### config.mk
export PLATFORM = sky130hd
export DESIGN_NAME = split_bus_arbiter
export DESIGN_NICKNAME = d
export VERILOG_FILES = /design/src/rtl/split_bus_arb_pkg.sv /design/src/rtl/split_bus_arbiter_rr_priority_picker.sv /design/src/rtl/split_bus_arbiter.sv
export SDC_FILE = /design/constraint.sdc
export NUM_CORES = 1
export LEC_CHECK = 0
export CAP_MARGIN = 5
export CORE_AREA = 2 2 39 41
export CTS_CLUSTER_DIAMETER = 40
export DETAILED_ROUTE_END_ITERATION = 7
export DIE_AREA = 0 0 41 43
export RECOVER_POWER = 50
export SLEW_MARGIN = 20
export SYNTH_ARGS = -nofsm -noshare
export SYNTH_HDL_FRONTEND = slang
export SYNTH_SLANG_ARGS = --single-unit
### constraint.sdc
create_clock -name clk -period 3.75 [get_ports clk]
set_input_delay 0.75 -clock clk [delete_from_list [all_inputs] [get_ports clk]]
set_output_delay 0.75 -clock clk [all_outputs]
set_load 0.02 [all_outputs]
### src/rtl/split_bus_arb_pkg.sv
// Shared types and helpers for the split-transaction bus arbiter.
package split_bus_arb_pkg;

  // Bus ownership state: free, normally owned, or owned by a returning split master.
  typedef enum logic [1:0] {
    StIdle,
    StOwned,
    StReturn
  } state_e;

  localparam int unsigned MAX_MASTERS = 4;

  // Width of a master index; never narrower than one bit.
  function automatic int unsigned idx_width(input int unsigned n);
    return (n > 1) ? $clog2(n) : 1;
  endfunction

endpackage

### src/rtl/split_bus_arbiter_rr_priority_picker.sv
// Combinational round-robin picker: first eligible index at or after rr_ptr_i, wrapping.
module rr_priority_picker
  import split_bus_arb_pkg::*;
#(
  parameter int unsigned NumReq = 2,
  parameter int unsigned IdxW   = 1
) (
  input  logic [NumReq-1:0] elig_i,
  input  logic [IdxW-1:0]   rr_ptr_i,
  output logic [IdxW-1:0]   winner_o,
  output logic              any_valid_o
);

  // Scan offsets from the far end down so the nearest eligible offset is the final write.
  always_comb begin
    int            idx_int;
    logic [IdxW-1:0] idx;
    idx_int     = 0;
    idx         = '0;
    winner_o    = '0;
    any_valid_o = |elig_i;
    for (int k = int'(NumReq) - 1; k >= 0; k--) begin
      idx_int = (int'(rr_ptr_i) + k) % int'(NumReq);
      idx     = idx_int[IdxW-1:0];
      if (elig_i[idx]) begin
        winner_o = idx;
      end
    end
  end

endmodule

### src/rtl/split_bus_arbiter.sv
// Split-transaction bus arbiter for NUM_MASTERS initiators.
// Optional split timeout is enabled by defining SPLIT_TIMEOUT_EN.
module split_bus_arbiter
  import split_bus_arb_pkg::*;
#(
  parameter int unsigned NUM_MASTERS   = 2,
  parameter int unsigned SPLIT_TIMEOUT = 255
) (
  input  logic                               clk,
  input  logic                               rst_n,
  input  logic [NUM_MASTERS-1:0]             req,
  input  logic                               split_ack,
  input  logic                               arbiter_split_req,
  output logic [NUM_MASTERS-1:0]             grant,
  output logic                               split_grant,
  output logic                               split_pending,
  output logic [idx_width(NUM_MASTERS)-1:0]  split_owner,
  output logic                               split_err,
  output logic                               timeout_err
);

  localparam int unsigned IdxW = idx_width(NUM_MASTERS);
  localparam int unsigned CntW = $clog2(SPLIT_TIMEOUT + 1);

  state_e                 state_q, state_d;
  logic [IdxW-1:0]        owner_q, owner_d;
  logic [IdxW-1:0]        rr_q, rr_d;
  logic [NUM_MASTERS-1:0] grant_q, grant_d;
  logic                   split_grant_q, split_grant_d;
  logic                   split_pending_q, split_pending_d;
  logic [IdxW-1:0]        split_owner_q, split_owner_d;
  logic                   split_err_q, split_err_d;
  logic                   timeout_err_q, timeout_err_d;

  logic [NUM_MASTERS-1:0] split_mask, eligible;
  logic [IdxW-1:0]        winner;
  logic                   any_valid;
  logic                   timeout_hit;

  // The suspended master may not win the bus until its split resolves.
  always_comb begin
    split_mask = '0;
    if (split_pending_q) begin
      split_mask[split_owner_q] = 1'b1;
    end
    eligible = req & ~split_mask;
  end

  rr_priority_picker #(
    .NumReq (NUM_MASTERS),
    .IdxW   (IdxW)
  ) u_picker (
    .elig_i      (eligible),
    .rr_ptr_i    (rr_q),
    .winner_o    (winner),
    .any_valid_o (any_valid)
  );

`ifdef SPLIT_TIMEOUT_EN
  logic [CntW-1:0] cnt_q, cnt_d;

  // Count cycles a split stays pending; held at zero otherwise.
  always_comb begin
    cnt_d = '0;
    if (split_pending_q) begin
      cnt_d = (cnt_q == CntW'(SPLIT_TIMEOUT)) ? cnt_q : cnt_q + 1'b1;
    end
  end

  // Timeout counter register.
  always_ff @(posedge clk) begin
    if (!rst_n) begin
      cnt_q <= '0;
    end else begin
      cnt_q <= cnt_d;
    end
  end

  assign timeout_hit = split_pending_q && (cnt_q == CntW'(SPLIT_TIMEOUT));
`else
  logic [CntW-1:0] unused_timeout_cfg;
  assign unused_timeout_cfg = CntW'(SPLIT_TIMEOUT);
  assign timeout_hit        = 1'b0;
`endif

  // Next-state: ownership, split bookkeeping and registered output pulses.
  always_comb begin
    state_d         = state_q;
    owner_d         = owner_q;
    rr_d            = rr_q;
    split_pending_d = split_pending_q;
    split_owner_d   = split_owner_q;
    split_grant_d   = 1'b0;
    split_err_d     = 1'b0;
    timeout_err_d   = 1'b0;
    grant_d         = '0;

    unique case (state_q)
      StIdle: begin
        if (split_ack) begin
          split_err_d = 1'b1;
        end
        // Returning the bus to the suspended master beats fresh requests.
        if (split_pending_q && arbiter_split_req) begin
          state_d         = StReturn;
          owner_d         = split_owner_q;
          split_pending_d = 1'b0;
          split_grant_d   = 1'b1;
        end else if (any_valid) begin
          state_d = StOwned;
          owner_d = winner;
          rr_d    = (winner == IdxW'(NUM_MASTERS - 1)) ? '0 : winner + 1'b1;
        end
      end
      StOwned: begin
        // A split wins over a simultaneous release; a second split is an error.
        if (split_ack && !split_pending_q) begin
          state_d         = StIdle;
          split_pending_d = 1'b1;
          split_owner_d   = owner_q;
        end else begin
          if (split_ack) begin
            split_err_d = 1'b1;
          end
          if (!req[owner_q]) begin
            state_d = StIdle;
          end
        end
      end
      StReturn: begin
        if (split_ack) begin
          split_err_d = 1'b1;
        end
        if (!req[owner_q]) begin
          state_d = StIdle;
        end
      end
      default: begin
        state_d = StIdle;
      end
    endcase

    if (timeout_hit && !split_grant_d) begin
      split_pending_d = 1'b0;
      timeout_err_d   = 1'b1;
    end

    if (state_d != StIdle) begin
      grant_d[owner_d] = 1'b1;
    end
  end

  // State and output registers with synchronous active-low reset.
  always_ff @(posedge clk) begin
    if (!rst_n) begin
      state_q         <= StIdle;
      owner_q         <= '0;
      rr_q            <= '0;
      grant_q         <= '0;
      split_grant_q   <= 1'b0;
      split_pending_q <= 1'b0;
      split_owner_q   <= '0;
      split_err_q     <= 1'b0;
      timeout_err_q   <= 1'b0;
    end else begin
      state_q         <= state_d;
      owner_q         <= owner_d;
      rr_q            <= rr_d;
      grant_q         <= grant_d;
      split_grant_q   <= split_grant_d;
      split_pending_q <= split_pending_d;
      split_owner_q   <= split_owner_d;
      split_err_q     <= split_err_d;
      timeout_err_q   <= timeout_err_d;
    end
  end

  assign grant         = grant_q;
  assign split_grant   = split_grant_q;
  assign split_pending = split_pending_q;
  assign split_owner   = split_owner_q;
  assign split_err     = split_err_q;
  assign timeout_err   = timeout_err_q;

endmodule
==> impl_metrics.yaml, run 1 <==
status:
  status: "complete, no violations"
clock_tree:
  cts-root-buf: "clkbuf_4"
  cts_setup_buffers: 0
  ctsHtreeMaxLevel: 1
  clk_pin_slew_ns: 0.06
  clock_path_buffers: 2
  cts_tree: "built"
  cts_resized: 0
  clock-sinks: 10
  worstSkewPairLatency_ns: 0.27
  ctsHoldBuffers: 0
  numCtsBuffers: 3
cells_and_area:
  multi_input_area_sq_um: 248
  fill_cells: 151
  drive_above_1_share_pct: 7.14
  diodes: 0
  register_area_sq_um: 200
  finalInstanceArea_sq_um: 629
  layout.nets: 77
  area_delta_synth_final_pct: 29.3
drt:
  vias: 457
  drc_errors: 0
  drt_iter0_markers: 6
  routed_wl_microns: 987
  drt-wirelength-per-cell_microns: 11.5
  final_antenna_net_count: 0
  vias_per_cell: 5.31
  firstDrtPassIters: 4
place:
  pre_cts_ws_ns: 1.52
  place.gp.congestion: 0.841
  postPlaceCellArea_sq_um: 593
  place_hpwl_microns: 759
  portBuffers: 11
yosys:
  synth_area_leaders: "dfxtp_1, mux2i_1, a21oi_1"
  synth_edf_count: 0
  synth_mux_area_share_pct: 8.23
  yosysSeqAreaShare_pct: 41.1
  synth-compound-area-share_pct: 19.8
  synth_fa_ha_area_share_pct: 0
  avgSynthCellArea_sq_um: 8.39
  synth_warnings: 0
  synth_xor_area_share_pct: 0
  yosys.cell_count.top_type: "dfxtp_1"
  synthesis.area_sq_um: 487
  synth_top_family_by_area: "simple AND/OR/NAND/NOR gates"
  synth_nets: 64
  syn_inst: 58
  synth_top_area_share_pct: 41.1
  synth_common_cells: "dfxtp_1, a21oi_1, nor2_1, inv_1, mux2i_1"
  synth_cell_type_count: 26
  ys_ff_latch: 10
  yosys.area.top_type: "dfxtp_1"
  synth_ff_type: "dfxtp_1"
  synth-simple-area-share_pct: 22.1
  async_flop_share_pct: 0
global_route:
  grt_pass1_vias: 385
  grt.overflow.total: 0
  grtUsageTotal_pct: 14.1
  antenna_found_initial: 0
  grt_start_max_net_pins: 13
  grt_pass1_wl_microns: 1590
worst_setup_path:
  cpPeakStageDelay_ns: 0.68
  crit_path_start_kind: "flop"
  r2r_cells: 4
  crit_start: "split_pending"
  crit_chain: "clkdlybuf4s50_1"
  end_kind: "output port"
  rrSetupSlack_ns: 2.30
  r2r_start: "split_owner"
  crit_family: "buffers and inverters"
  required_ns: 3.00
  crit_fanout: 12
  critPathKind: "flop to output port"
  critPathSlowestCell: "clkdlybuf4s50_1"
  critPathArrivalTime_ns: 1.46
  regToRegEndpoint: "grant[0]"
  path_buf_inv: 1
timing:
  hold_ws_ns: 0.472
  fmax_mhz: 452
  grt_setup_unrepaired: "no"
  clock_skew_ns: 0.00379
  finalSetupViolCount: 0
  finalSetupTns_ns: 0
  finalCritPeriodShare_pct: 59.0
  period_minus_slack_ns: 2.21
  hold_viol: 0
  maxSlewViolCount: 0
  setup_ws_ns: 1.54
job:
  drv_cap: 0
min_path:
  holdPathEnd: "rr_q"
  hp-class: "flop to flop"
  worstHoldStart: "rr_q"
  hold_depth: 2
floorplan:
  die_h_microns: 43
  start_util_pct: 35.2
  rows: 14
  io_pins: 13
  die_w_microns: 41
  die_area_sq_um: 1760
  core_sq_um: 1380
pwr:
  p_leak_uw: 0.000234
  power_density_nw_per_um2: 431
  peakVddDrop_mv: 0.170
-- worst max path at each step --
stage / end / slack [ns] / cells past startpoint
floorplan: grant[0] / 2.16 / 4
global placement: grant[0] / 1.53 / 5
detailed placement: grant[0] / 1.52 / 5
CTS: split_pending / 1.54 / 1
global route: split_pending / 1.45 / 1
finish: split_pending / 1.54 / 1
-- cell usage in the layout (no fill, tap or decap), drive strengths merged, types with 2 or more instances in the layout --
cell type      instances
clkdlybuf4s50          7
clkbuf                 4
nor2                   6
nand2                  3
inv                    4
o21ai                  4
dlygate4sd3            4
and3                   2
mux2i                  4
dfxtp                 10
a21oi                  6
nor3                   3
-- flip-flops by register name (all words and copies together) (netlist names) --
| register | count |
|---|---|
| grant | 2 |
| owner_q | 1 |
| rr_q | 1 |
| split_err | 1 |
| split_grant | 1 |
| split_owner | 1 |
| split_pending | 1 |
| state_q | 2 |
-- power by group --
group          internal, uW  total, uW  leakage [uW]  switching [uW]
registers               115        124     0.0000821            9.12
clock network          59.0       96.6     0.0000210            37.5
logic                  25.2       50.8      0.000131            25.6
total                   199        271      0.000234            72.3
-- stage by stage --
step                      power, uW  utilization, %  std cells
after floorplan                 161               -         58
after global placement          179            42.9         82
after detailed placement        178            42.9         82
after CTS                       274            45.5         86
after global routing            288            45.5         86
final                           271            45.5         86
-- layer usage --
layer / track usage, % / routed length [microns] / share of wire [%]
met3: 6.28 / 75 / 7.6
met1: 16.9 / 452 / 46
met5: 0 / 0 / 0
met4: 10.0 / 31 / 3.1
met2: 19.1 / 429 / 43
-- area by class of cell --
type | count | share of cell area [%]
Tap cell | 16 | 3.18
Multi-Input combinational cell | 41 | 39.4
Inverter | 4 | 2.39
Sequential cell | 10 | 31.8
Clock buffer | 4 | 5.77
Timing Repair Buffer | 11 | 17.5
-- logic make-up (layout without fill, tap and decap cells) --
family,after synthesis,in the layout
DFF,10,10
buffers and inverters,7,19
muxes,4,4
AOI/OAI and AO/OA,16,16
other,1,1
and+or+nand+nor,20,20
(Power assumes the default switching activity.)
==> run 2: changes to the inputs <==
==> constraint.sdc (replaced) <==
create_clock -name clk -period 2.3 [get_ports clk]
set_input_delay 0.46 -clock clk [delete_from_list [all_inputs] [get_ports clk]]
set_output_delay 0.46 -clock clk [all_outputs]
set_load 0.02 [all_outputs]
==> impl_metrics.yaml, run 2 (synthesis results as in run 1) <==
status:
  status: "complete, no violations"
clock_tree:
  cts_tree: "built"
  cts-root-buf: "clkbuf_4"
  ctsHoldBuffers: 0
  ctsHtreeMaxLevel: 1
  clock-sinks: 10
  cts_setup_buffers: 0
  clk_pin_slew_ns: 0.06
  clock_path_buffers: 2
  cts_resized: 0
  numCtsBuffers: 3
  worstSkewPairLatency_ns: 0.27
timing:
  finalSetupTns_ns: 0
  fmax_mhz: 521
  grt_setup_unrepaired: "no"
  hold_viol: 0
  clock_skew_ns: 0.00111
  finalCritPeriodShare_pct: 83.4
  maxSlewViolCount: 0
  period_minus_slack_ns: 1.92
  finalSetupViolCount: 0
  hold_ws_ns: 0.472
floorplan:
  rows: 14
  die_h_microns: 43
  die_w_microns: 41
  start_util_pct: 35.2
  core_sq_um: 1380
  io_pins: 13
  die_area_sq_um: 1760
place:
  portBuffers: 11
  place.gp.congestion: 0.841
  dp.cells: 82
  place_hpwl_microns: 758
worst_setup_path:
  critPathSlowestCell: "clkdlybuf4s50_1"
  r2r_cells: 4
  path_depth: 1
  crit_path_start_kind: "flop"
  critPathCapture: "split_pending"
  rrSetupSlack_ns: 0.85
  crit_start: "split_pending"
  regToRegEndpoint: "grant[0]"
  r2r_start: "split_owner"
  cpPeakStageDelay_ns: 0.67
  crit_fanout: 12
  crit_family: "buffers and inverters"
  path_buf_inv: 1
  critPathKind: "flop to output port"
  end_kind: "output port"
  critPathArrivalTime_ns: 1.46
  required_ns: 1.84
  crit_chain: "clkdlybuf4s50_1"
drt:
  firstDrtPassIters: 4
  drt-wirelength-per-cell_microns: 11.4
  vias_per_cell: 5.41
  routed_wl_microns: 980
  final_antenna_net_count: 0
  vias: 465
  drt_iter0_markers: 2
  drc_errors: 0
min_path:
  hp-class: "flop to flop"
  hold_depth: 2
global_route:
  antenna_found_initial: 0
  grt_pass1_wl_microns: 1630
  grt.overflow.total: 0
  grtUsageTotal_pct: 14.3
  grt_start_max_net_pins: 13
  grt_pass1_vias: 391
pwr:
  p_leak_uw: 0.000233
  power_density_nw_per_um2: 702
  peakVddDrop_mv: 0.277
  total_power_uw: 442
cells_and_area:
  diodes: 0
  final_common_cell: "dfxtp_1"
  drive_above_1_share_pct: 7.14
  layout.nets: 77
  fin_util_pct: 45.5
  stdcell_count: 86
  area_delta_synth_final_pct: 29.3
  final_cell_mix: "dfxtp_1, clkdlybuf4s50_1, a21oi_1, nor2_1"
job:
  drv_cap: 0
==> run 2: cell count changes in the layout (fill, tap and decap cells not counted), sizes merged <==
cell,delta
dlygate4sd3,-1
clkdlybuf4s50,+1
==> run 2: cell type report <==
class / count / area (sq um)
fill: 156 / 754
inverter: 4 / 15.0
multi-input combinational: 41 / 248
sequential: 10 / 200
clock buffer: 4 / 36.3
timing repair buffer: 11 / 110
tap: 16 / 20.0
==> run 2: worst min-delay path by stage <==
stage	startpoint	end	slack [ns]
detailed placement	rr_q	rr_q	0.46
CTS	rr_q	rr_q	0.48
finish	rr_q	rr_q	0.47
floorplan	rr_q	rr_q	0.43
global placement	rr_q	rr_q	0.46
global route	rr_q	rr_q	0.51
==> run 2: routing by layer <==
metal | wire [microns] | share of wire, % | global-route usage, %
met1 | 446 | 46 | 17.2
met3 | 65 | 6.6 | 6.28
met2 | 438 | 45 | 19.4
met4 | 29 | 3.0 | 10.0
met5 | 0 | 0 | 0
==> run 2: tightest hold or removal path, stage by stage, from the launching register on <==
cell and delay, ns:
dfxtp_1 0.33, a21oi_1 0.04, nor2_1 0.07
==> run 2: where the power goes <==
group / switching (uW) / total (uW) / internal, uW
Combinational: 41.6 / 83.0 / 41.4
Clock: 61.0 / 157 / 96.2
Sequential: 14.5 / 202 / 187
Total: 117 / 442 / 325
==> run 2: stage by stage <==
step | area, sq um | setup slack, ns
final | 629 | 0.382
after global routing | 629 | 0.271
after floorplan | 487 | 0.888
after detailed placement | 593 | 0.360
after CTS | 629 | 0.382
after global placement | 593 | 0.368
==> run 3: changes to the inputs <==
==> constraint.sdc (replaced) <==
create_clock -name clk -period 1.8 [get_ports clk]
set_input_delay 0.36 -clock clk [delete_from_list [all_inputs] [get_ports clk]]
set_output_delay 0.36 -clock clk [all_outputs]
set_load 0.02 [all_outputs]
==> impl_metrics.yaml, run 3 (synthesis results as in run 1) <==
drt:
  drt-wirelength-per-cell_microns: 11.2
  firstDrtPassIters: 4
  final_antenna_net_count: 0
  routed_wl_microns: 1010
  drc_errors: 0
  vias: 463
  vias_per_cell: 5.14
  drt_iter0_markers: 14
floorplan:
  die_h_microns: 43
  rows: 14
  die_area_sq_um: 1760
  io_pins: 13
  die_w_microns: 41
  start_util_pct: 35.2
  core_sq_um: 1380
place:
  pre_cts_ws_ns: -0.000273
  portBuffers: 11
  place_hpwl_microns: 791
  dp.cells: 86
  place.gp.congestion: 0.764
global_route:
  grtUsageTotal_pct: 13.7
  antenna_found_initial: 0
  grt.overflow.total: 0
  grt_pass1_vias: 370
  grt_start_max_net_pins: 11
  grt_pass1_wl_microns: 1610
clock_tree:
  cts-root-buf: "clkbuf_4"
  clk_pin_slew_ns: 0.07
  ctsHtreeMaxLevel: 1
  ctsHoldBuffers: 0
  clock_path_buffers: 2
  numCtsBuffers: 3
  worstSkewPairLatency_ns: 0.27
  cts_resized: 0
  clock-sinks: 10
  cts_tree: "built"
  cts_setup_buffers: 0
worst_setup_path:
  crit_path_start_kind: "flop"
  crit_family: "buffers and inverters"
  path_buf_inv: 1
  critPathArrivalTime_ns: 1.34
  crit_chain: "clkdlybuf4s50_1"
  cpPeakStageDelay_ns: 0.64
  end_kind: "output port"
  critPathSlowestCell: "clkdlybuf4s50_1"
  critPathKind: "flop to output port"
  crit_fanout: 6
  required_ns: 1.44
timing:
  maxSlewViolCount: 0
  fmax_mhz: 590
  setup_ws_ns: 0.104
  clock_skew_ns: 0.00838
  finalCritPeriodShare_pct: 94.2
  hold_ws_ns: 0.482
  grt_setup_unrepaired: "no"
  finalSetupViolCount: 0
  hold_viol: 0
  period_minus_slack_ns: 1.70
cells_and_area:
  layout.nets: 81
  final_cell_mix: "dfxtp_1, clkdlybuf4s50_1, a21oi_1, nor2_1"
  area_delta_synth_final_pct: 35.5
  stdcell_count: 90
  diodes: 0
  fin_util_pct: 47.6
  final_common_cell: "dfxtp_1"
  drive_above_1_share_pct: 12.2
job:
  drv_cap: 0
status:
  status: "complete, no violations"
pwr:
  p_leak_uw: 0.000253
  total_power_uw: 580
  peakVddDrop_mv: 0.453
  power_density_nw_per_um2: 879
min_path:
  hp-class: "flop to flop"
==> run 3: cell types whose count changed in the layout (fill, tap and decap cells not counted), sizes merged <==
cell	before	now
clkdlybuf4s50	8	7
clkbuf	4	5
dlygate4sd3	3	4
buf	0	3
==> run 3: path summary, 6_finish.rpt <==
path / end / slack, ns / depth (start not counted) / start
setup / recovery: split_pending / 0.10 / 1 / split_pending
hold / removal: rr_q / 0.48 / 2 / rr_q
setup reg to reg: grant[0] / 0.33 / 4 / split_owner
hold reg to reg: rr_q / 0.48 / 2 / rr_q
==> run 3: worst reg2reg max path, cell delays in order, from the launching register on <==
cell and delay, ns:
dfxtp_1 0.43, mux2i_1 0.29, o221ai_1 0.18, a32oi_1 0.21, and4bb_2 0.25
==> run 3: power breakdown <==
group	total [uW]	internal [uW]	switching, uW
combinational	119	61.1	58.0
clock	205	123	81.7
sequential	256	239	16.8
total	580	423	157
==> run 3: routing by layer <==
metal	global-route usage, %	up-vias	share of wire (%)
met2	18.1	13	43
met5	0	-	0
met1	19.5	209	49
met4	6.00	0	1.6
met3	4.71	2	5.5
li1	-	239	-
==> run 3: stage by stage <==
stage,TNS (ns),instance area [sq um]
final,0,659
after floorplan,0,487
after detailed placement,-0.000273,623
after CTS,0,659
after global routing,0,659
after global placement,-0.0184,623
==> run 3: final cells by class <==
| type | count | area [sq um] |
|---|---|---|
| clock buffers | 4 | 36.3 |
| multi-input cells | 41 | 248 |
| inverters | 4 | 15.0 |
| repair buffers | 15 | 140 |
| well taps | 16 | 20.0 |
| flip-flops and latches | 10 | 200 |
| fillers | 147 | 724 |
